<file path="config.mk">
export PLATFORM = sky130hd
export DESIGN_NAME = spi_byte_rx
export DESIGN_NICKNAME = d
export VERILOG_FILES = /design/src/rtl/spi_pkg.sv /design/src/rtl/sync_ff.sv /design/src/rtl/spi_byte_rx.sv
export SDC_FILE = /design/constraint.sdc
export NUM_CORES = 1
export LEC_CHECK = 0
export ABC_AREA = 1
export CORE_ASPECT_RATIO = 0.8
export CORE_MARGIN = 2
export CORE_UTILIZATION = 50
export CTS_CLUSTER_SIZE = 28
export DETAILED_ROUTE_END_ITERATION = 8
export PLACE_DENSITY = 0.74
export SLEW_MARGIN = 20
export SYNTH_ARGS = -nofsm -noshare
export SYNTH_HDL_FRONTEND = slang
export SYNTH_SLANG_ARGS = --single-unit
</file>
<file path="constraint.sdc">
create_clock -name clk_i -period 2.8 [get_ports clk_i]
set_clock_uncertainty 0.15 [all_clocks]
set_input_delay 0.28 -clock clk_i [delete_from_list [all_inputs] [get_ports clk_i]]
set_output_delay 0.28 -clock clk_i [all_outputs]
set_load 0.005 [all_outputs]
</file>
<file path="src/rtl/spi_pkg.sv">
// Shared types and widths for the SPI byte receiver.
package spi_pkg;

    localparam int unsigned BYTE_W = 8;
    localparam int unsigned CNT_W  = $clog2(BYTE_W);

    typedef enum logic {
        IDLE,
        SHIFT
    } spi_rx_state_t;

endpackage

</file>
<file path="src/rtl/sync_ff.sv">
// Single-bit multi-flop synchronizer with a configurable reset (idle) level.
module sync_ff #(
    parameter int unsigned STAGES  = 2,
    parameter logic        RST_VAL = 1'b0
) (
    input  logic clk_i,
    input  logic rst_i,
    input  logic d_i,
    output logic q_o
);

    logic [STAGES-1:0] sync_q;

    always_ff @(posedge clk_i) begin
        if (rst_i) begin
            sync_q <= {STAGES{RST_VAL}};
        end else begin
            sync_q <= {sync_q[STAGES-2:0], d_i};
        end
    end

    assign q_o = sync_q[STAGES-1];

endmodule

</file>
<file path="src/rtl/spi_byte_rx.sv">
// SPI mode-0 slave byte receiver: oversampled bus, byte strobe plus frame-end/truncation flags.
module spi_byte_rx
    import spi_pkg::*;
#(
    parameter int unsigned SYNC_STAGES = 2,
    parameter bit          LSB_FIRST   = 1'b0
) (
    input  logic              clk_i,
    input  logic              rst_i,
    input  logic              spi_sclk_i,
    input  logic              spi_mosi_i,
    input  logic              spi_cs_n_i,
    input  logic              spi_dc_i,
    output logic              byte_vld_o,
    output logic [BYTE_W-1:0] byte_data_o,
    output logic              dc_o,
    output logic              frame_end_o,
    output logic              byte_err_o
);

    logic sclk_s;
    logic mosi_s;
    logic cs_n_s;
    logic dc_s;
    logic sclk_d;
    logic cs_n_d;
    logic sclk_rise;
    logic cs_rise;

    spi_rx_state_t     state;
    spi_rx_state_t     state_nxt;
    logic [CNT_W-1:0]  bit_cnt;
    logic [CNT_W-1:0]  bit_cnt_nxt;
    logic [BYTE_W-1:0] shift_q;
    logic [BYTE_W-1:0] shift_nxt;
    logic [BYTE_W-1:0] shifted;
    logic              byte_vld_nxt;
    logic [BYTE_W-1:0] byte_data_nxt;
    logic              dc_nxt;
    logic              frame_end_nxt;
    logic              byte_err_nxt;

    // All four inputs share one depth so MOSI/DC line up with the SCLK edge.
    sync_ff #(.STAGES(SYNC_STAGES), .RST_VAL(1'b0)) u_sclk_sync (
        .clk_i (clk_i),
        .rst_i (rst_i),
        .d_i   (spi_sclk_i),
        .q_o   (sclk_s)
    );

    sync_ff #(.STAGES(SYNC_STAGES), .RST_VAL(1'b0)) u_mosi_sync (
        .clk_i (clk_i),
        .rst_i (rst_i),
        .d_i   (spi_mosi_i),
        .q_o   (mosi_s)
    );

    sync_ff #(.STAGES(SYNC_STAGES), .RST_VAL(1'b1)) u_cs_n_sync (
        .clk_i (clk_i),
        .rst_i (rst_i),
        .d_i   (spi_cs_n_i),
        .q_o   (cs_n_s)
    );

    sync_ff #(.STAGES(SYNC_STAGES), .RST_VAL(1'b0)) u_dc_sync (
        .clk_i (clk_i),
        .rst_i (rst_i),
        .d_i   (spi_dc_i),
        .q_o   (dc_s)
    );

    assign sclk_rise = sclk_s & ~sclk_d;
    assign cs_rise   = cs_n_s & ~cs_n_d;

    // State, datapath and output registers.
    always_ff @(posedge clk_i) begin
        if (rst_i) begin
            sclk_d      <= 1'b0;
            cs_n_d      <= 1'b1;
            state       <= IDLE;
            bit_cnt     <= '0;
            shift_q     <= '0;
            byte_vld_o  <= 1'b0;
            byte_data_o <= '0;
            dc_o        <= 1'b0;
            frame_end_o <= 1'b0;
            byte_err_o  <= 1'b0;
        end else begin
            sclk_d      <= sclk_s;
            cs_n_d      <= cs_n_s;
            state       <= state_nxt;
            bit_cnt     <= bit_cnt_nxt;
            shift_q     <= shift_nxt;
            byte_vld_o  <= byte_vld_nxt;
            byte_data_o <= byte_data_nxt;
            dc_o        <= dc_nxt;
            frame_end_o <= frame_end_nxt;
            byte_err_o  <= byte_err_nxt;
        end
    end

    // Next-state and output decode; a CS_N rise pre-empts a coincident SCLK rise.
    always_comb begin
        state_nxt     = state;
        bit_cnt_nxt   = bit_cnt;
        shift_nxt     = shift_q;
        byte_vld_nxt  = 1'b0;
        byte_data_nxt = byte_data_o;
        dc_nxt        = dc_o;
        frame_end_nxt = 1'b0;
        byte_err_nxt  = 1'b0;
        shifted       = LSB_FIRST ? {mosi_s, shift_q[BYTE_W-1:1]}
                                  : {shift_q[BYTE_W-2:0], mosi_s};

        case (state)
            IDLE: begin
                bit_cnt_nxt = '0;
                if (!cs_n_s) begin
                    state_nxt = SHIFT;
                end
            end
            SHIFT: begin
                if (cs_rise) begin
                    state_nxt     = IDLE;
                    frame_end_nxt = 1'b1;
                    byte_err_nxt  = (bit_cnt != '0);
                    bit_cnt_nxt   = '0;
                end else if (sclk_rise) begin
                    shift_nxt   = shifted;
                    bit_cnt_nxt = bit_cnt + CNT_W'(1);
                    if (bit_cnt == CNT_W'(BYTE_W - 1)) begin
                        byte_vld_nxt  = 1'b1;
                        byte_data_nxt = shifted;
                        dc_nxt        = dc_s;
                    end
                end
            end
            default: begin
                state_nxt = IDLE;
            end
        endcase
    end

endmodule

</file>
* After elaboration in Yosys (flattened, before gate mapping)
Cells that the tools add are included.
** Cells by class
- Add/sub/neg operators :: 1
- Multipliers :: 0
- Div/mod/pow operators :: 0
- Magnitude comparators :: 0
- Equal/unequal tests :: 2
- Shifts and indexed selects :: 0
- Muxes and demuxes :: 8
- Bitwise gates (word level) :: 7
- Reduce and logical (&&, ||, !) cells :: 6
** Operators by type and width (number)
- two-way mux 3 bit :: 2
- one-hot mux 3 bit (2 select lines) :: 1
- NOT 1 bit :: 5
- two-way mux 1 bit :: 4
- AND reduction 4 bit :: 1
- OR reduction 4 bit :: 1
- adder 3 x 1 -> 3 bit (second input constant) :: 1
- equality test 3 bit (second input constant) :: 1
- inequality test 3 bit (second input constant) :: 1
- AND reduction 3 bit :: 1
- nonzero test 3 bit :: 1
- OR reduction 3 bit :: 1
- bitwise AND 1 bit :: 2
- one-hot mux 1 bit (2 select lines) :: 1
- OR reduction 2 bit :: 1
** Word-level totals
- Register bits :: 33
- Latch bits :: 0
- RAM bits :: 0
- ROM bits :: 0
- Input bits :: 6
- Output and inout bits :: 12
- Word-level logic and storage cells :: 38
- Memories :: 0

* Longest topological paths before layout
- Depth after elaboration :: 5
- Depth in mapped cells :: 8
- Depth with buffers taken out :: 8

* Hierarchy
Synthesis repeated with hierarchy kept, for this count alone.
** Unflattened totals
- Cell total of the unflattened synthesis :: 163
- Area total of the unflattened synthesis :: 1297.5 um^2
** Modules (own cells, without submodules)
- spi_byte_rx :: instances 1, cells an instance 138, area each 1073.5 um^2, sequential area each 500.5 um^2
- sync_ff (u_dc_sync ...) :: instances 3, cells an instance 6, area each 55.1 um^2, sequential area each 40.0 um^2
- sync_ff (u_cs_n_sync) :: instances 1, cells an instance 7, area each 58.8 um^2, sequential area each 40.0 um^2

* Least setup slack after synthesis
Ideal clock, no wire load.
- Path kind :: flip-flop to flip-flop
- From :: register bit_cnt[0]
- To :: register byte_data_o[0]
- Setup time :: 0.113 ns
- Data arrival time :: 1.126 ns
- Data required time :: 2.537 ns
- Slack :: 1.411 ns
- Cell stages (with the launch flop) :: 9
- Buffers on the path :: 0
- Period minus slack after synthesis :: 1.389 ns
- Cells stage by stage :: dfxtp_1 -> ha_1 -> ha_1 -> nand2_4 -> inv_4 -> nand3_4 -> clkinv_2 -> nor2_1 -> nor2_1
** On the way
- Longest elaborated chain between the ends :: 2
** RTL lines
- start, declared :: RTL line spi_byte_rx.sv:32 : logic [CNT_W-1:0] bit_cnt;
- start signal, assigned :: RTL line spi_byte_rx.sv:92 : bit_cnt <= bit_cnt_nxt;
- equality test 3 bit :: RTL line spi_byte_rx.sv:131 : if (bit_cnt == CNT_W'(BYTE_W - 1)) begin
- AND reduction 4 bit (no source line)
- end signal, assigned :: RTL line spi_byte_rx.sv:95 : byte_data_o <= byte_data_nxt;
- end, declared :: RTL line spi_byte_rx.sv:15 : output logic [BYTE_W-1:0] byte_data_o,
No other way between the ends.
A chain may end at the register's enable or synchronous reset.

* Worst setup path after layout
- From :: register byte_data_o[7]
- To :: output port byte_data_o[7]
No word-level cell between the ends.

==> results.md <==
* Status: finished clean
* Number of enable flip-flop cells after synthesis at 0
* Xor-xnor portion of the synthesized cell area at 0%
* CTS root buffer: clkbuf_4
* Die Width at 60.71 µm
* Layout Cells excl Fill at 216
* Setup TNS at 0 ns
* Leakage at 0.0006533 µW
* Hold-fix buffers, CTS at 0
* Grt met2 use at 24.19%
* First-pass GRT wire length at 3864 µm
* RSZ-0062 raised after global routing: false
* CTS tree: built
* Worst path bufs/invs at 1
* GR Layer Usage met1 at 24.00%
* Number of CTS-inserted buffers at 5
* Initial antenna violation count at 0
* Seq cells post-synth at 33
* Most frequent cell after synthesis: nor2_1
* Clock slew at reported path FFs at 0.10 ns
* Final Cycle Share at 57.21%
* Placed cell count at 208
* FF+latch area at 660.6 µm²
* Critical path peak fanout at 2
* Max Slew Vio Count at 0
* Library cells used by synthesis at 21
* Vias/cell at 4.500
* Sequential area share after synthesis at 51.36%
* DRC viols at 0
* Initial Utilization at 52.66%
* H-tree depth at 2
* Core Region at 0.002442 mm²
* Fillers at 233
* Tightest Hold Check Type: register to register
* YS warnings at 0
* Most instantiated cells after synthesis: nor2_1 (41), dfxtp_1 (33), nand2_1 (26)
* Rows at 16
* Layout cells sized above 1 at 12.78%
* 1st-iter DRT viols at 21
* TritonCTS Sinks at 33
* Async SR Flop Fraction at 0%
* Clk Latency, worst-skew pair at 0.33 ns
* Gr usage total at 17.58%
* Actual slew at the worst max-slew pin at 0.4847 ns
* Max-slew headroom at 67.59%
* Main combinational cell family by area after synthesis: simple AND/OR/NAND/NOR gates
* Number of diodes at 0
* Synthesized area per cell at 7.989 µm²
* DP Wirelength at 1494 µm
* Ys flop type: dfxtp_1
* Critical-path cell with the highest stage delay: clkdlybuf4s50_1
* Max cap viols at 0
* Largest cells by area after synthesis: dfxtp_1 (51%), nor2_1 (12%), nand2_1 (7.6%)
* Area taken by multi-input logic gates at 491.7 µm²
* Final net count at 188
* Die height at 49.37 µm
* Most Crowded Layer GR: met2
* Post-Synth Adder-Cell Area at 2.918%
* Syn Std Cell Area at 0.001286 mm²
* Vias in the first global route at 885
* Peak VDD IR at 0.3433 mV
* Post-CTS Resized at 0
* Pwr dens at 572.4 mW/mm²
* Slowest stage delay, CP at 0.50 ns
* Startpoint class of the critical path: register
* Worst Setup End Kind: output port
* Vias at 972
* Critical path's top delay family: buffers and inverters
* Largest net degree at the start of global routing at 18
* Post-synthesis mux area share at 0%
* Synth area leader: dfxtp_1
* Fmax at 624.2 MHz
* Post-synthesis compound-gate area fraction at 2.140%
* Die area at 0.002997 mm²
* Area Overhead vs Synth at 20.23%
* Setup CP Type: register to output port
* Post-CTS setup buffer count at 0
* Crit path cell chain: clkdlybuf4s50_1
* Routed len/inst at 9.792 µm
* CTS Buffer Depth at 2
* Synthesized net count at 170
* CP Data Arrival Time at 1.17 ns
* Simple-gate share of the synthesized area at 33.17%
* Final WL at 2115 µm
* Top cell type's share of synthesized area at 51.36%
* Port Buffers at 17
* WP data required at 2.37 ns
* Final setup fails at 0
* Min Tclk post-route at 1.602 ns
* Remaining antenna violation count after routing at 0
* Cells after Synth at 161
* Final hold vios at 0
* Gr ovfl total at 0
* # IOs at 18
* Final GP Congestion at 0.7323
* GR met3 Demand/Resource at 7.162%
* Drt pass-1 iters at 4
[through the flow]
| step | utilization, % | power (µW) | cell area [µm²] | hold WS [ns] | worst slack (ns) |
|---|---|---|---|---|---|
| 2_1_floorplan | - | 520.4 | 1286 | 0.1991 | 1.411 |
| 3_3_place_gp | 59.84 | 528.9 | 1461 | 0.2417 | 1.000 |
| 3_5_place_dp | 59.84 | 530.8 | 1461 | 0.2475 | 0.9169 |
| 4_1_cts | 63.32 | 894.4 | 1546 | 0.2606 | 1.178 |
| 5_1_grt | 63.32 | 925.7 | 1546 | 0.2753 | 1.125 |
| 6_report | 63.32 | 885.3 | 1546 | 0.2658 | 1.198 |
[registers in the layout, indices dropped and copies added (netlist names)]
| register | flops |
|---|---|
| u_dc_sync.sync_q | 2 |
| byte_err_o | 1 |
| byte_data_o | 8 |
| u_mosi_sync.sync_q | 2 |
| dc_o | 1 |
| state | 1 |
| cs_n_d | 1 |
| u_cs_n_sync.sync_q | 2 |
| byte_vld_o | 1 |
| u_sclk_sync.sync_q | 2 |
| sclk_d | 1 |
| frame_end_o | 1 |
| shift_q | 7 |
| bit_cnt | 3 |
[cell families (layout without fill, tap and decap cells)]
| family | count (synthesis) | in the layout |
|---|---|---|
| and+or+nand+nor | 90 | 90 |
| DFF | 33 | 33 |
| buffers and inverters | 30 | 49 |
| AOI/OAI and AO/OA | 5 | 5 |
| adders and majority gates | 3 | 3 |
[area by class of cell]
| class | count | share of cell area (%) |
|---|---|---|
| Timing Repair Buffer | 17 | 11.00 |
| Sequential cell | 33 | 42.72 |
| Clock inverter | 1 | 1.942 |
| Tap cell | 36 | 2.913 |
| Multi-Input combinational cell | 98 | 31.80 |
| Inverter | 24 | 6.068 |
| Clock buffer | 7 | 3.560 |
[worst register-to-register path: stages (launching register included)]
cell and delay, ns:
dfxtp_1 0.34, ha_1 0.20, ha_1 0.21, nand2_4 0.08, inv_4 0.06, nand3_4 0.11, clkinv_2 0.12, nor2_1 0.11
nor2_1 0.05
[cells in the final DEF, fill, tap and decap left out, drive strengths merged]
| master | n |
|---|---|
| o21ai | 1 |
| dfxtp | 33 |
| clkdlybuf4s50 | 17 |
| nand2 | 30 |
| ha | 3 |
| inv | 23 |
| bufinv | 1 |
| or2 | 3 |
| nor2 | 43 |
| clkinv | 1 |
| nand4 | 13 |
| nand3 | 1 |
| o21a | 1 |
| clkbuf | 7 |
| a21oi | 3 |
[report_power, final]
| part | switching, µW | internal (µW) |
|---|---|---|
| Sequential | 6.17 | 478 |
| Clock | 152 | 213 |
| Combinational | 21.4 | 14.9 |
| Total | 180 | 706 |
[final timing paths]
path	startpoint	end	slack [ns]	cells past startpoint
min reg2reg	u_sclk_sync.sync_q[0]	u_sclk_sync.sync_q[1]	0.27	2
min	u_sclk_sync.sync_q[0]	u_sclk_sync.sync_q[1]	0.27	2
max reg2reg	bit_cnt[0]	byte_data_o[2]	1.28	8
max	byte_data_o[7]	byte_data_o[7]	1.20	1
[per-layer routing]
layer | vias up | wire length, µm
li1 | 529 | -
met1 | 419 | 1080
met2 | 17 | 891
met3 | 7 | 102
met4 | 0 | 40
met5 | - | 0
Note: power is estimated with default switching activity, not from simulation.
